## config.mk

```make
export PLATFORM = sky130hd
export DESIGN_NAME = branch_predictor_btb
export DESIGN_NICKNAME = d
export VERILOG_FILES = /design/src/rtl/bp_pkg.sv /design/src/rtl/bp_pipreg_fd.sv /design/src/rtl/branch_predictor_btb.sv
export SDC_FILE = /design/constraint.sdc
export NUM_CORES = 2
export LEC_CHECK = 0
export CORE_MARGIN = 2
export CORE_UTILIZATION = 62
export CTS_CLUSTER_SIZE = 30
export DETAILED_ROUTE_END_ITERATION = 8
export HOLD_SLACK_MARGIN = 0.06
export PLACE_DENSITY = 0.85
export RECOVER_POWER = 100
export REMOVE_ABC_BUFFERS = 1
export SKIP_LAST_GASP = 1
export SLEW_MARGIN = 20
export SYNTH_ARGS = -nofsm -noshare
export SYNTH_HDL_FRONTEND = slang
export SYNTH_SLANG_ARGS = --single-unit
```

## constraint.sdc

```tcl
create_clock -name clk -period 5.5 [get_ports clk]
set_input_delay 0.825 -clock clk [delete_from_list [all_inputs] [get_ports clk]]
set_output_delay 0.825 -clock clk [all_outputs]
set_load 0.005 [all_outputs]
```

## src/rtl/bp_pkg.sv

```systemverilog
// Shared types and helpers for the BTB branch predictor: 2-bit direction
// counter encoding, saturating counter update and default geometry.
package bp_pkg;

  typedef logic [1:0] bp_cnt_t;

  localparam bp_cnt_t CNT_SNT = 2'b00;
  localparam bp_cnt_t CNT_WNT = 2'b01;
  localparam bp_cnt_t CNT_WT  = 2'b10;
  localparam bp_cnt_t CNT_ST  = 2'b11;

  localparam int BP_WIDTH_DEF   = 32;
  localparam int BP_ENTRIES_DEF = 16;

  // Counts toward strongly-taken on taken, toward strongly-not-taken otherwise;
  // never wraps at either end.
  function automatic bp_cnt_t sat_update(input bp_cnt_t cnt, input logic taken);
    bp_cnt_t res;
    res = cnt;
    if (taken) begin
      if (cnt != CNT_ST) res = cnt + 2'b01;
    end else begin
      if (cnt != CNT_SNT) res = cnt - 2'b01;
    end
    return res;
  endfunction

endpackage

```

## src/rtl/bp_pipreg_fd.sv

```systemverilog
// F->D prediction pipeline register. FlushD clears, StallD holds, else captures.
// Flush takes priority over stall.
module bp_pipreg_fd #(
  parameter int WIDTH = 32
) (
  input  logic             clk,
  input  logic             reset,
  input  logic             StallD,
  input  logic             FlushD,
  input  logic             pred_taken_f_i,
  input  logic [WIDTH-1:0] pred_pc_f_i,
  input  logic [WIDTH-1:0] pc_f_i,
  output logic             pred_taken_d_o,
  output logic [WIDTH-1:0] pred_pc_d_o,
  output logic [WIDTH-1:0] pc_d_o
);

  logic             pred_taken_q, pred_taken_d;
  logic [WIDTH-1:0] pred_pc_q, pred_pc_d;
  logic [WIDTH-1:0] pc_q, pc_d;

  always_comb begin
    pred_taken_d = pred_taken_q;
    pred_pc_d    = pred_pc_q;
    pc_d         = pc_q;
    if (FlushD) begin
      pred_taken_d = 1'b0;
      pred_pc_d    = '0;
      pc_d         = '0;
    end else if (!StallD) begin
      pred_taken_d = pred_taken_f_i;
      pred_pc_d    = pred_pc_f_i;
      pc_d         = pc_f_i;
    end
  end

  always_ff @(posedge clk or negedge reset) begin
    if (!reset) begin
      pred_taken_q <= 1'b0;
      pred_pc_q    <= '0;
      pc_q         <= '0;
    end else begin
      pred_taken_q <= pred_taken_d;
      pred_pc_q    <= pred_pc_d;
      pc_q         <= pc_d;
    end
  end

  assign pred_taken_d_o = pred_taken_q;
  assign pred_pc_d_o    = pred_pc_q;
  assign pc_d_o         = pc_q;

endmodule

```

## src/rtl/branch_predictor_btb.sv

```systemverilog
// Direct-mapped BTB with 2-bit direction counters: predicts the next fetch PC,
// carries the prediction into Decode and flags mispredicts there.
module branch_predictor_btb
  import bp_pkg::*;
#(
  parameter int WIDTH   = BP_WIDTH_DEF,
  parameter int ENTRIES = BP_ENTRIES_DEF
) (
  input  logic             clk,
  input  logic             reset,
  input  logic [WIDTH-1:0] PCF,
  output logic             HitF,
  output logic             PredTakenF,
  output logic [WIDTH-1:0] PredPCF,
  input  logic             StallD,
  input  logic             FlushD,
  input  logic             BranchD,
  input  logic             ActualTakenD,
  input  logic [WIDTH-1:0] ActualTargetD,
  input  logic [WIDTH-1:0] PCPlus4D,
  output logic             MispredictD,
  output logic [WIDTH-1:0] RedirectPCD
);

  localparam int IDXB = $clog2(ENTRIES);
  localparam int TAGB = WIDTH - IDXB - 2;
  localparam logic [WIDTH-1:0] PC_STEP = 4;

  typedef struct packed {
    logic             valid;
    logic [TAGB-1:0]  tag;
    logic [WIDTH-1:0] target;
    bp_cnt_t          cnt;
  } btb_entry_t;

  btb_entry_t tbl_q [ENTRIES];
  btb_entry_t tbl_d [ENTRIES];

  logic [IDXB-1:0]  idx_f, idx_d;
  logic [TAGB-1:0]  tag_f, tag_d;
  btb_entry_t       ent_f, ent_d;
  logic             hit_d;
  logic             PredTakenD;
  logic [WIDTH-1:0] PredPCD, PCD, CorrectPCD;
  logic             unused_pcd_lo;

  // Fetch-side lookup reads registered table contents only, so an update in
  // the same cycle becomes visible on the following cycle.
  assign idx_f      = PCF[IDXB+1:2];
  assign tag_f      = PCF[WIDTH-1:IDXB+2];
  assign ent_f      = tbl_q[idx_f];
  assign HitF       = ent_f.valid && (ent_f.tag == tag_f);
  assign PredTakenF = HitF && ent_f.cnt[1];
  assign PredPCF    = PredTakenF ? ent_f.target : (PCF + PC_STEP);

  bp_pipreg_fd #(.WIDTH(WIDTH)) u_pipreg_fd (
    .clk            (clk),
    .reset          (reset),
    .StallD         (StallD),
    .FlushD         (FlushD),
    .pred_taken_f_i (PredTakenF),
    .pred_pc_f_i    (PredPCF),
    .pc_f_i         (PCF),
    .pred_taken_d_o (PredTakenD),
    .pred_pc_d_o    (PredPCD),
    .pc_d_o         (PCD)
  );

  assign idx_d         = PCD[IDXB+1:2];
  assign tag_d         = PCD[WIDTH-1:IDXB+2];
  assign unused_pcd_lo = ^PCD[1:0];
  assign ent_d         = tbl_q[idx_d];
  assign hit_d         = ent_d.valid && (ent_d.tag == tag_d);

  assign CorrectPCD  = (BranchD && ActualTakenD) ? ActualTargetD : PCPlus4D;
  assign RedirectPCD = CorrectPCD;
  assign MispredictD = (BranchD || PredTakenD) && (PredPCD != CorrectPCD);

  always_comb begin
    for (int i = 0; i < ENTRIES; i++) tbl_d[i] = tbl_q[i];
    if (!StallD && !FlushD) begin
      if (BranchD) begin
        if (hit_d) begin
          tbl_d[idx_d].cnt = sat_update(ent_d.cnt, ActualTakenD);
          if (ActualTakenD) tbl_d[idx_d].target = ActualTargetD;
        end else if (ActualTakenD) begin
          tbl_d[idx_d] = '{valid: 1'b1, tag: tag_d, target: ActualTargetD, cnt: CNT_WT};
        end
      end else if (PredTakenD) begin
        // Predicted taken on something that is not a branch: drop the entry.
        tbl_d[idx_d].valid = 1'b0;
      end
    end
  end

  always_ff @(posedge clk or negedge reset) begin
    if (!reset) begin
      for (int i = 0; i < ENTRIES; i++)
        tbl_q[i] <= '{valid: 1'b0, tag: '0, target: '0, cnt: CNT_WNT};
    end else begin
      for (int i = 0; i < ENTRIES; i++) tbl_q[i] <= tbl_d[i];
    end
  end

endmodule
```

==> flow_metrics.env <==
export IMPL_failed_checks="max-capacitance violations, max-slew violations, negative setup slack"
export IMPL_grt_max_degree=130
export IMPL_cts_num_sinks=1039
export IMPL_finalClockSkew_ns=0.05811
export IMPL_rows=108
export IMPL_fin_crit_ns=5.504
export IMPL_vdd_drop_max_mv=0.3259
export IMPL_placed_area_sq_mm=0.05784
export IMPL_worst_slack_ns=-0.003900
export IMPL_cts_tree="yes"
export IMPL_cp_max_fo=33
export IMPL_hold_viol=0
export IMPL_io_buffers=168
export IMPL_cp_start_kind="input pin"
export IMPL_top_level_ports=169
export IMPL_grt_pass1_vias=38222
export IMPL_routedWlPerCell_um=31.78
export IMPL_start_util=0.6264
export IMPL_async_flop_share=1.000
export IMPL_endpoint_kind="flip-flop"
export IMPL_fin_crit_sh=1.001
export IMPL_hold_start="tbl_q[488]"
export IMPL_max_cap_violations=14
export IMPL_setup_viol=1
export IMPL_grt_first_pass_wirelength_mm=245.9
export IMPL_insertedDiodeCount=0
export IMPL_via_per_inst=7.146
export IMPL_clk_pin_slew_worst_paths_ns=0.06
export IMPL_final_antenna_net_count=0
export IMPL_remaining_drc_errors=0
export IMPL_yosysUniqueCellTypes=79
export IMPL_routed_wl_mm=164.4
export IMPL_final_cell_mix="1020 x dfrtp_1, 978 x mux2_2, 332 x mux4_2, 165 x mux2i_1, 150 x clkdlybuf4s50_1"
export IMPL_status="complete, but fails checks"
export IMPL_synthFlopType="dfrtp_1"
export IMPL_critPathLaunch="ActualTakenD"
export IMPL_final_cell_area_sq_mm=0.06089
export IMPL_layout_commonest_cell="dfrtp_1"
export IMPL_drive_gt1_frac=0.4329
export IMPL_htreeDepth=3
export IMPL_grt_overflow=0
export IMPL_syn_instance_count=3829
export IMPL_clk_path_buf_depth=3
export IMPL_worst_pin_slew_ns=3.540
export IMPL_worstSetupPathType="in -> reg"
export IMPL_cts_hold_buffers_added=0
export IMPL_die_x_um=300.0
export IMPL_hold_class="reg -> reg"
export IMPL_dieHeight_um=300.0
export IMPL_dieArea_sq_mm=0.09003
export IMPL_grt_usage=0.3678
export IMPL_clock_latency_ns=0.70
export IMPL_synth_avg_cell_area_sq_um=14.19
export IMPL_yosysSeqAreaShare=0.4789
export IMPL_hpwl_mm=102.9
export IMPL_first_pass_iters=6
export IMPL_synth_seq_cells=1039
export IMPL_drtIter0Drc=4267
export IMPL_ctsRootBufferMaster="clkbuf_16"
export IMPL_power_density_mw_per_mm2=294.3
export IMPL_core_sq_mm=0.08675
export IMPL_max_slew_margin=-1.360
export IMPL_cts_buffers=105
export IMPL_p_leak_nw=28.18
export IMPL_whs_ns=0.4657
export IMPL_fin_tns_setup_ns=-0.003900
export IMPL_antenna_found_initial=3
export IMPL_r2r_start="u_pipreg_fd.pc_d_o[2]"
export IMPL_vias=36960
export IMPL_yosys_warnings=0
export IMPL_top_layer_used="met5"
export IMPL_m1WireLength_mm=61.11
export IMPL_fmax_mhz=181.7
export IMPL_syn_area_sq_mm=0.05434
export IMPL_rsz0062_at_grt="true"
export IMPL_synth_edf_count=0
export IMPL_syn2layout_area_growth_pct=12.05
export IMPL_drv_slew=1047
export IMPL_globalplace_congestion=1.022
export IMPL_met2_length_mm=76.18
export IMPL_fin_nets=4036
export IMPL_crit_required_ns=6.06
export IMPL_worstPathArrival_ns=6.06
export IMPL_routed_wl_met3_mm=17.08
[power breakdown]
part	switching (mW)	internal [mW]	leakage, nW
combinational	1.14	1.06	12.2
sequential	0.333	8.05	14.2
clock	3.11	4.23	1.75
[synth_stat cells (47+ instances only)]
cell type,instances,share of area
nor2_1,77,0.0053
xnor2_1,76,0.012
mux2i_1,165,0.030
dfrtp_1,1023,0.47
clkbuf_1,211,0.015
nand3_1,47,0.0043
o22ai_1,48,0.0055
mux2_2,1019,0.21
nand2_1,97,0.0067
mux4_2,332,0.14
a21oi_1,71,0.0065
buf_2,68,0.0063
[routing by layer]
metal	up-vias	track usage
met3	571	0.09228
met5	-	0
met1	19442	0.4847
met4	4	0.2035
li1	14675	-
met2	2268	0.5653
[sequential cells by signal (all words and copies together) (netlist names)]
| signal | count |
|---|---|
| u_pipreg_fd.pred_taken_d_o | 1 |
| u_pipreg_fd.pc_d_o | 30 |
| u_pipreg_fd.pred_pc_d_o | 32 |
| tbl_q | 976 |
[cells by family after synthesis]
group | Yosys count | synth area share
buffers and inverters | 422 | 0.03820
AO/OA/AOI/OAI | 327 | 0.04294
flip-flops | 1039 | 0.4789
multiplexers | 1519 | 0.3806
XOR/XNOR | 100 | 0.01612
adder cells (fa/ha/maj) | 3 | 0.0005987
AND/OR/NAND/NOR | 419 | 0.04267
[worst max-delay path, cell delays in order]
cell and delay, ns:
dlygate4sd3_1 0.66, nand2_1 0.65, buf_12 0.42, nor3_1 0.13, clkbuf_1 0.55, nand3_2 0.10, clkbuf_2 0.84, nand2b_2 0.50
clkbuf_2 0.73, mux2_1 0.62
[repair_timing]
item                                    4_1_cts  5_1_grt
gates resized for setup                       0        6
endpoints found under the setup margin        0       14
buffers inserted                              0        0
[per-stage QoR]
step	utilization	setup WS, ns	std cells	total power [mW]
finish	0.7018	-0.003900	5172	17.92
global route	0.7018	-0.03834	5172	18.42
CTS	0.7078	0.05379	5172	17.93
detailed placement	0.6667	0.1131	4981	10.66
global placement	0.6667	0.07620	4981	10.58
floorplan	-	-2.995	3450	9.550
[worst paths after layout]
path / cells past startpoint / to / slack (ns)
worst max register to register: 12 / tbl_q[840] / 0.15
max in group asynchronous: 2 / tbl_q[285] / 1.06
worst max-delay path: 10 / tbl_q[667] / -0.004
min in group asynchronous: 1 / tbl_q[182] / 1.04
worst min-delay path: 2 / tbl_q[488] / 0.47
worst min register to register: 2 / tbl_q[488] / 0.47
[final cells by class]
cell class / instances / area, sq um
clock buffers: 165 / 3237
clock inverters: 26 / 327.8
fillers: 5588 / 25870
inverters: 43 / 163.9
multi-input cells: 2368 / 26310
flip-flops and latches: 1039 / 26030
well taps: 1155 / 1445
repair buffers: 376 / 3376
Power figures use the tool's default switching activity.
